## src/rtl/mips_stat_pkg.sv

```systemverilog
// rtl/mips_stat_pkg.sv - counter indices, MIPS opcode constants and opcode classifier for perf_stats
package mips_stat_pkg;

    localparam int NUM_CNT = 7;

    localparam int IDX_CYCLES  = 0;
    localparam int IDX_RTYPE   = 1;
    localparam int IDX_ITYPE   = 2;
    localparam int IDX_JTYPE   = 3;
    localparam int IDX_MEM     = 4;
    localparam int IDX_BRANCH  = 5;
    localparam int IDX_UNKNOWN = 6;

    localparam logic [5:0] OP_SPECIAL = 6'b000000;
    localparam logic [5:0] OP_J       = 6'b000010;
    localparam logic [5:0] OP_JAL     = 6'b000011;
    localparam logic [5:0] OP_BEQ     = 6'b000100;
    localparam logic [5:0] OP_BNE     = 6'b000101;
    localparam logic [5:0] OP_ADDI    = 6'b001000;
    localparam logic [5:0] OP_ADDIU   = 6'b001001;
    localparam logic [5:0] OP_SLTI    = 6'b001010;
    localparam logic [5:0] OP_ANDI    = 6'b001100;
    localparam logic [5:0] OP_ORI     = 6'b001101;
    localparam logic [5:0] OP_LW      = 6'b100011;
    localparam logic [5:0] OP_SW      = 6'b101011;

    // Class-counter hit mask for one retiring opcode; the CYCLES bit is never set here.
    // Loads/stores and branches hit MEM/BRANCH on top of ITYPE.
    function automatic logic [NUM_CNT-1:0] classify(input logic [5:0] op);
        logic [NUM_CNT-1:0] m;
        m = '0;
        case (op)
            OP_SPECIAL: m[IDX_RTYPE] = 1'b1;
            OP_LW, OP_SW: begin
                m[IDX_ITYPE] = 1'b1;
                m[IDX_MEM]   = 1'b1;
            end
            OP_BEQ, OP_BNE: begin
                m[IDX_ITYPE]  = 1'b1;
                m[IDX_BRANCH] = 1'b1;
            end
            OP_ADDI, OP_ADDIU, OP_SLTI, OP_ANDI, OP_ORI: m[IDX_ITYPE] = 1'b1;
            OP_J, OP_JAL: m[IDX_JTYPE] = 1'b1;
            default: m[IDX_UNKNOWN] = 1'b1;
        endcase
        return m;
    endfunction

endpackage

```

## src/rtl/stat_counter.sv

```systemverilog
// rtl/stat_counter.sv - single event counter with wrap/saturate behaviour and sticky overflow
// clk, rst : clock, synchronous active-high reset
// clr      : synchronous clear of count and overflow, wins over inc
// inc      : count one event this cycle
// q, ovf   : current count, sticky overflow flag
module stat_counter #(
    parameter int CNT_W    = 32,
    parameter int SATURATE = 0
) (
    input  logic             clk,
    input  logic             rst,
    input  logic             clr,
    input  logic             inc,
    output logic [CNT_W-1:0] q,
    output logic             ovf
);

    always_ff @(posedge clk) begin
        if (rst || clr) begin
            q   <= '0;
            ovf <= 1'b0;
        end else if (inc) begin
            if (&q) begin
                ovf <= 1'b1;
                // saturating counters hold all-ones, wrapping ones roll to zero
                if (SATURATE == 0) begin
                    q <= '0;
                end
            end else begin
                q <= q + CNT_W'(1);
            end
        end
    end

endmodule

```

## src/rtl/perf_stats.sv

```systemverilog
// rtl/perf_stats.sv - MIPS retirement performance counters with snapshot bank and registered read port
// clk, rst          : clock, synchronous active-high reset
// instr_valid, op   : retiring instruction and its opcode
// run               : counting enable
// clr, snap         : clear live bank / copy live bank into snapshot bank
// rd_sel, rd_src    : read index (7 reads zero) and bank select (0 live, 1 snapshot)
// rd_data           : registered read data, one cycle after select
// ovf               : sticky overflow per counter index
module perf_stats
    import mips_stat_pkg::*;
#(
    parameter int CNT_W    = 32,
    parameter int SATURATE = 0
) (
    input  logic             clk,
    input  logic             rst,
    input  logic             instr_valid,
    input  logic [5:0]       op,
    input  logic             run,
    input  logic             clr,
    input  logic             snap,
    input  logic [2:0]       rd_sel,
    input  logic             rd_src,
    output logic [CNT_W-1:0] rd_data,
    output logic [6:0]       ovf
);

    logic [NUM_CNT-1:0] inc;
    logic [CNT_W-1:0]   live_q [NUM_CNT];
    logic [CNT_W-1:0]   snap_q [NUM_CNT];
    logic [CNT_W-1:0]   rd_mux;

    always_comb begin
        inc = '0;
        if (run) begin
            inc[IDX_CYCLES] = 1'b1;
            if (instr_valid) begin
                inc = inc | classify(op);
            end
        end
    end

    for (genvar i = 0; i < NUM_CNT; i++) begin : g_cnt
        stat_counter #(
            .CNT_W    (CNT_W),
            .SATURATE (SATURATE)
        ) u_cnt (
            .clk (clk),
            .rst (rst),
            .clr (clr),
            .inc (inc[i]),
            .q   (live_q[i]),
            .ovf (ovf[i])
        );
    end

    // Snapshot takes the pre-edge live values, so snap+clr is an atomic read-and-clear.
    always_ff @(posedge clk) begin
        if (rst) begin
            for (int i = 0; i < NUM_CNT; i++) begin
                snap_q[i] <= '0;
            end
        end else if (snap) begin
            snap_q <= live_q;
        end
    end

    // Index 7 has no counter behind it and falls through to zero.
    always_comb begin
        rd_mux = '0;
        for (int i = 0; i < NUM_CNT; i++) begin
            if (rd_sel == 3'(i)) begin
                rd_mux = rd_src ? snap_q[i] : live_q[i];
            end
        end
    end

    always_ff @(posedge clk) begin
        if (rst) begin
            rd_data <= '0;
        end else begin
            rd_data <= rd_mux;
        end
    end

endmodule

```

## config.mk

```make
export PLATFORM = sky130hd
export DESIGN_NAME = perf_stats
export DESIGN_NICKNAME = d
export VERILOG_FILES = /design/src/rtl/mips_stat_pkg.sv /design/src/rtl/stat_counter.sv /design/src/rtl/perf_stats.sv
export SDC_FILE = /design/constraint.sdc
export NUM_CORES = 1
export LEC_CHECK = 0
export CELL_PAD_IN_SITES_DETAIL_PLACEMENT = 0
export CELL_PAD_IN_SITES_GLOBAL_PLACEMENT = 1
export CORE_MARGIN = 5
export CORE_UTILIZATION = 50
export CTS_CLUSTER_SIZE = 40
export DETAILED_ROUTE_END_ITERATION = 10
export PLACE_DENSITY_LB_ADDON = 0.12
export SETUP_SLACK_MARGIN = 0.15
export SLEW_MARGIN = 40
export SYNTH_ARGS = -nofsm -noshare
export SYNTH_HDL_FRONTEND = slang
export SYNTH_SLANG_ARGS = --single-unit
```

## constraint.sdc

```tcl
create_clock -name clk -period 6.5 [get_ports clk]
set_input_delay 0.975 -clock clk [delete_from_list [all_inputs] [get_ports clk]]
set_output_delay 0.975 -clock clk [all_outputs]
set_load 0.01 [all_outputs]
```

; Yosys cells after proc, flatten, opt, wreduce, memory -nomap -nowiden
; Cells that the tools add are included.
[op_classes]
n_eq_ne = 17
add_sub_neg = 7
mux = 29
reduce_logical = 22
[op_table]
columns = cell, count
row1 = two-way mux 32 bit, 21
row2 = AND reduction 33 bit, 7
row3 = adder 32 x 1 -> 32 bit (second input constant), 7
row4 = AND reduction 32 bit, 7
row5 = equality test 6 x 4 -> 1 bit (second input constant), 5
row6 = two-way mux 7 bit, 2
row7 = equality test 6 x 2 -> 1 bit (second input constant), 2
row8 = equality test 6 x 3 -> 1 bit (second input constant), 2
row9 = equality test 6 bit (second input constant), 2
row10 = OR reduction 12 bit, 1
row11 = equality test 3 bit (second input constant), 3
row12 = OR reduction 9 bit, 1
row13 = equality test 3 x 2 -> 1 bit (second input constant), 2
row14 = zero test 6 bit, 1
row15 = two-way mux 1 bit, 6
row16 = OR reduction 2 bit, 3
row17 = equality test 3 x 1 -> 1 bit (second input constant), 1
row18 = zero test 3 bit, 1
row19 = logical OR 1 bit, 1
[word_totals]
reg_bits = 487
output_inout_bits = 39
elab_cells = 97
input_bits = 16

; Depth between registers and ports, before layout
[logic_depth]
depth_word = 8
mapped_depth = 8
depth_no_buf = 6

; By module
; Synthesis repeated with hierarchy kept, for this count alone.
[hier_totals]
hier_cells = 2679
hier_area_um2 = 24456.0
[modules_own_cells]
columns = mod, area_per_inst_um2, seq_area_each_um2, cells_per_inst, instances
row1 = perf_stats, 13337.8, 5124.9, 1365, 1
row2 = stat_counter at g_cnt[0].u_cnt ..., 1601.5, 660.6, 189, 6
row3 = stat_counter at g_cnt[6].u_cnt, 1508.9, 660.6, 180, 1

; Worst setup path after synthesis
; No wires, ideal clock.
[synth_timing]
path_kind = input port to flip-flop
start = in op[1]
end = reg g_cnt[1].u_cnt.q[20]
setup_ps = 115
arrival_ps = 2809
setup_slack_ps = 3576
path_stages = 8
t_required_ps = 6385
path_buffers = 3
cell_sequence = buf_6 -> or4_4 -> buf_6 -> nor4_4 -> nand4_2 -> o21ai_2 -> buf_4 -> nor2_1
[synth_via]
elab_chain_cells = 4
[synth_lines]
columns = item, line_no
row1 = from (decl), perf_stats.sv:18  ; input logic [5:0] op,
row2 = zero test 6 bit, mips_stat_pkg.sv:32  ; case (op)
row3 = two-way mux 1 bit, mips_stat_pkg.sv:32
row4 = two-way mux 7 bit, perf_stats.sv:37  ; if (instr_valid) begin
row5 = two-way mux 7 bit, perf_stats.sv:35  ; if (run) begin
row6 = to (signal assigned), stat_counter.sv:30  ; q <= q + CNT_W'(1);
row7 = to (decl), stat_counter.sv:14  ; output logic [CNT_W-1:0] q,
; Every way passes these cells.
; A chain may end at the register's enable or synchronous reset.

; Worst setup path after layout
[layout_timing]
start = in op[4]
end = reg g_cnt[1].u_cnt.q[27]
; Same word-level chain as after synthesis.

==> run_results.csv <==
group,metric,value,unit
routing,num_vias,18546,
finish,fillers,4187,
routing,drt-pass1-iter-count,7,
logic_synthesis,ys_async_sr_fraction,0,%
floorplan,ioPinCount,55,
pwr,ir_worst_vdd,0.207,mV
logic_synthesis,syn_avg_cell_area,8.97,µm²
timing,finClkSkew,19.3,ps
grt,grt_pass1_vias,17074,
routing,drt.antenna.violating_nets,0,
timing,setup_viol,0,
logic_synthesis,synthFlopType,"dfxtp_1",
finish,area_growth,11.8,%
finish,multi_input_area,12400,µm²
critical_path,cp-start-kind,"input pin",
place,port_buffers,54,
critical_path,path_class,"input pin to flop",
logic_synthesis,synth-edff-count,0,
logic_synthesis,syn_inst,2567,
place,gp_congestion,0.830,
timing,fin_crit_sh,54.5,%
timing,slew-limit-headroom,42.9,%
routing,drc,0,
clock_tree,cts_resized,0,
timing,rsz0062_at_grt,"false",
critical_path,worstPathMaxFanout,24,
grt,grt_pass1_wl,100000,µm
timing,tns,0,ps
clock_tree,cts-root-buf,"clkbuf_16",
clock_tree,clk_pin_slew,60,ps
finish,final-seq-area,9750,µm²
status,outcome,"finished, final reports clean",
critical_path,required,6970,ps
place,dp.cells,3066,
finish,final_common_cell,"nor2_1",
clock_tree,cts_tree,"built",
floorplan,die_w,225,µm
floorplan,initial_utilization,50.6,%
min_path,hp-class,"flop to flop",
finish,fin_cells,3169,
grt,gr-total-overflow,0,
logic_synthesis,ys_seq_elements,487,
clock_tree,cts_num_sinks,487,
floorplan,rows,78,
floorplan,dieArea,50400,µm²
pwr,power_density,246,nW/µm²
routing,viasPerCell,5.85,
clock_tree,post-cts-setup-buffers,0,
timing,post-route-min-period,3540,ps
grt,track_usage,25.0,%
finish,final_cell_mix,"492 x nor2_1, 487 x dfxtp_1, 449 x mux2i_1",
clock_tree,clock_latency,620,ps
clock_tree,ctsHoldBuffers,0,
timing,worst_slew_pin_slew,848,ps
timing,fmax,282,MHz
logic_synthesis,synth-warning-count,0,
grt,antenna_found_initial,2,
clock_tree,htreeDepth,2,
critical_path,arrival,4010,ps
finish,layout-drive-gt1-share,6.15,%
logic_synthesis,yosysSeqAreaShare,42.4,%
job,max-cap-violations,0,
pwr,p_leak,0.00921,µW
floorplan,coreArea,45500,µm²
place,dp_hpwl,44300,µm
finish,final_util,56.6,%
logic_synthesis,synth_cell_types,63,
critical_path,endpoint_kind,"flop",
logic_synthesis,syn_nets,2590,
routing,wl_per_cell,20.4,µm
grt,grt_start_max_net_pins,114,
finish,nets,2547,
logic_synthesis,syn_area,23000,µm²
floorplan,die_y,225,µm
timing,drv_slew,0,
clock_tree,numCtsBuffers,54,
clock_tree,clockBufferDepth,3,
routing,routed_wl,64800,µm
routing,drtIter0Drc,1364,
timing,hold_violations,0,
worst max-delay path, stage by stage:
cell	delay, ps
clkdlybuf4s50_1	400
buf_4	220
or4bb_1	790
nor4_4	610
nand4_2	270
o21ai_4	600
nor2_1	110
per-layer routing:
layer	global-route usage, %	part of all wire (%)	vias to the layer above
li1	-	-	8984
met3	3.41	5.0	90
met2	38.0	44	474
met1	36.7	48	8998
met4	8.11	3.0	0
met5	0	0	-
cells in the mapped netlist (17+ instances only):
cell type | instances | area (µm²)
inv_1 | 41 | 154
nand4_1 | 49 | 307
and4_1 | 21 | 184
nand2_1 | 90 | 338
nor4_1 | 73 | 457
buf_2 | 17 | 85.1
or4_1 | 21 | 158
nor2_1 | 493 | 1850
mux2i_1 | 449 | 4490
dfxtp_1 | 487 | 9750
xor2_1 | 54 | 473
clkbuf_1 | 121 | 454
nand3_1 | 82 | 410
o21ai_0 | 34 | 170
o22ai_1 | 96 | 601
nor3_1 | 56 | 280
or3_1 | 38 | 238
a21oi_1 | 48 | 240
buf_1 | 33 | 124
xnor2_1 | 110 | 963
stage by stage:
step / hold slack [ps] / area, µm² / setup WS (ps) / power, µW
3_5_place_dp: 454 / 23900 / 2360 / 3320
3_3_place_gp: 449 / 23800 / 2160 / 3320
6_report: 465 / 25700 / 2960 / 6340
5_1_grt: 485 / 25700 / 2780 / 6550
4_1_cts: 468 / 25700 / 3010 / 6400
2_1_floorplan: 438 / 23000 / 3580 / 3250
area by class of cell:
type / instances / area share, %
antenna: 1 / 0.00972
clock buffer: 84 / 6.43
clock inverter: 16 / 0.579
inverter: 41 / 0.598
multi-input combinational: 1854 / 48.2
sequential: 487 / 37.9
tap: 600 / 2.92
timing repair buffer: 86 / 3.39
state kept, by name, indices dropped and copies added (netlist names):
register and cells:
g_cnt.u_cnt.ovf 7, g_cnt.u_cnt.q 224, rd_data 32, snap_q 224
final timing paths:
kind,cells past startpoint,slack (ps),startpoint,endpoint
worst min-delay path,1,470,g_cnt[2].u_cnt.ovf$_SDFFE_PP0P_,g_cnt[2].u_cnt.ovf$_SDFFE_PP0P_
worst min register to register,1,470,g_cnt[2].u_cnt.ovf$_SDFFE_PP0P_,g_cnt[2].u_cnt.ovf$_SDFFE_PP0P_
worst max-delay path,7,2960,op[4],g_cnt[1].u_cnt.q[27]$_SDFFE_PP0N_
worst max register to register,5,3540,g_cnt[5].u_cnt.q[8]$_SDFFE_PP0N_,g_cnt[5].u_cnt.q[31]$_SDFFE_PP0N_
report_power, final:
part / internal [µW] / total (µW) / switching [µW]
Combinational: 90.7 / 273 / 183
Clock: 1820 / 3080 / 1250
Sequential: 2990 / 2990 / 1.44
cell families (layout without fill, tap and decap cells):
group	after synthesis	count (layout)	share of synthesized area [%]
other	0	1	0
and+or+nand+nor	997	997	21.0
muxes	449	449	19.5
DFF	487	487	42.4
xor gates and xnor gates	164	164	6.24
AOI/OAI and AO/OA	237	237	6.44
buffers and inverters	226	227	4.05
adders and majority gates	7	7	0.381
Power figures use the tool's default switching activity.
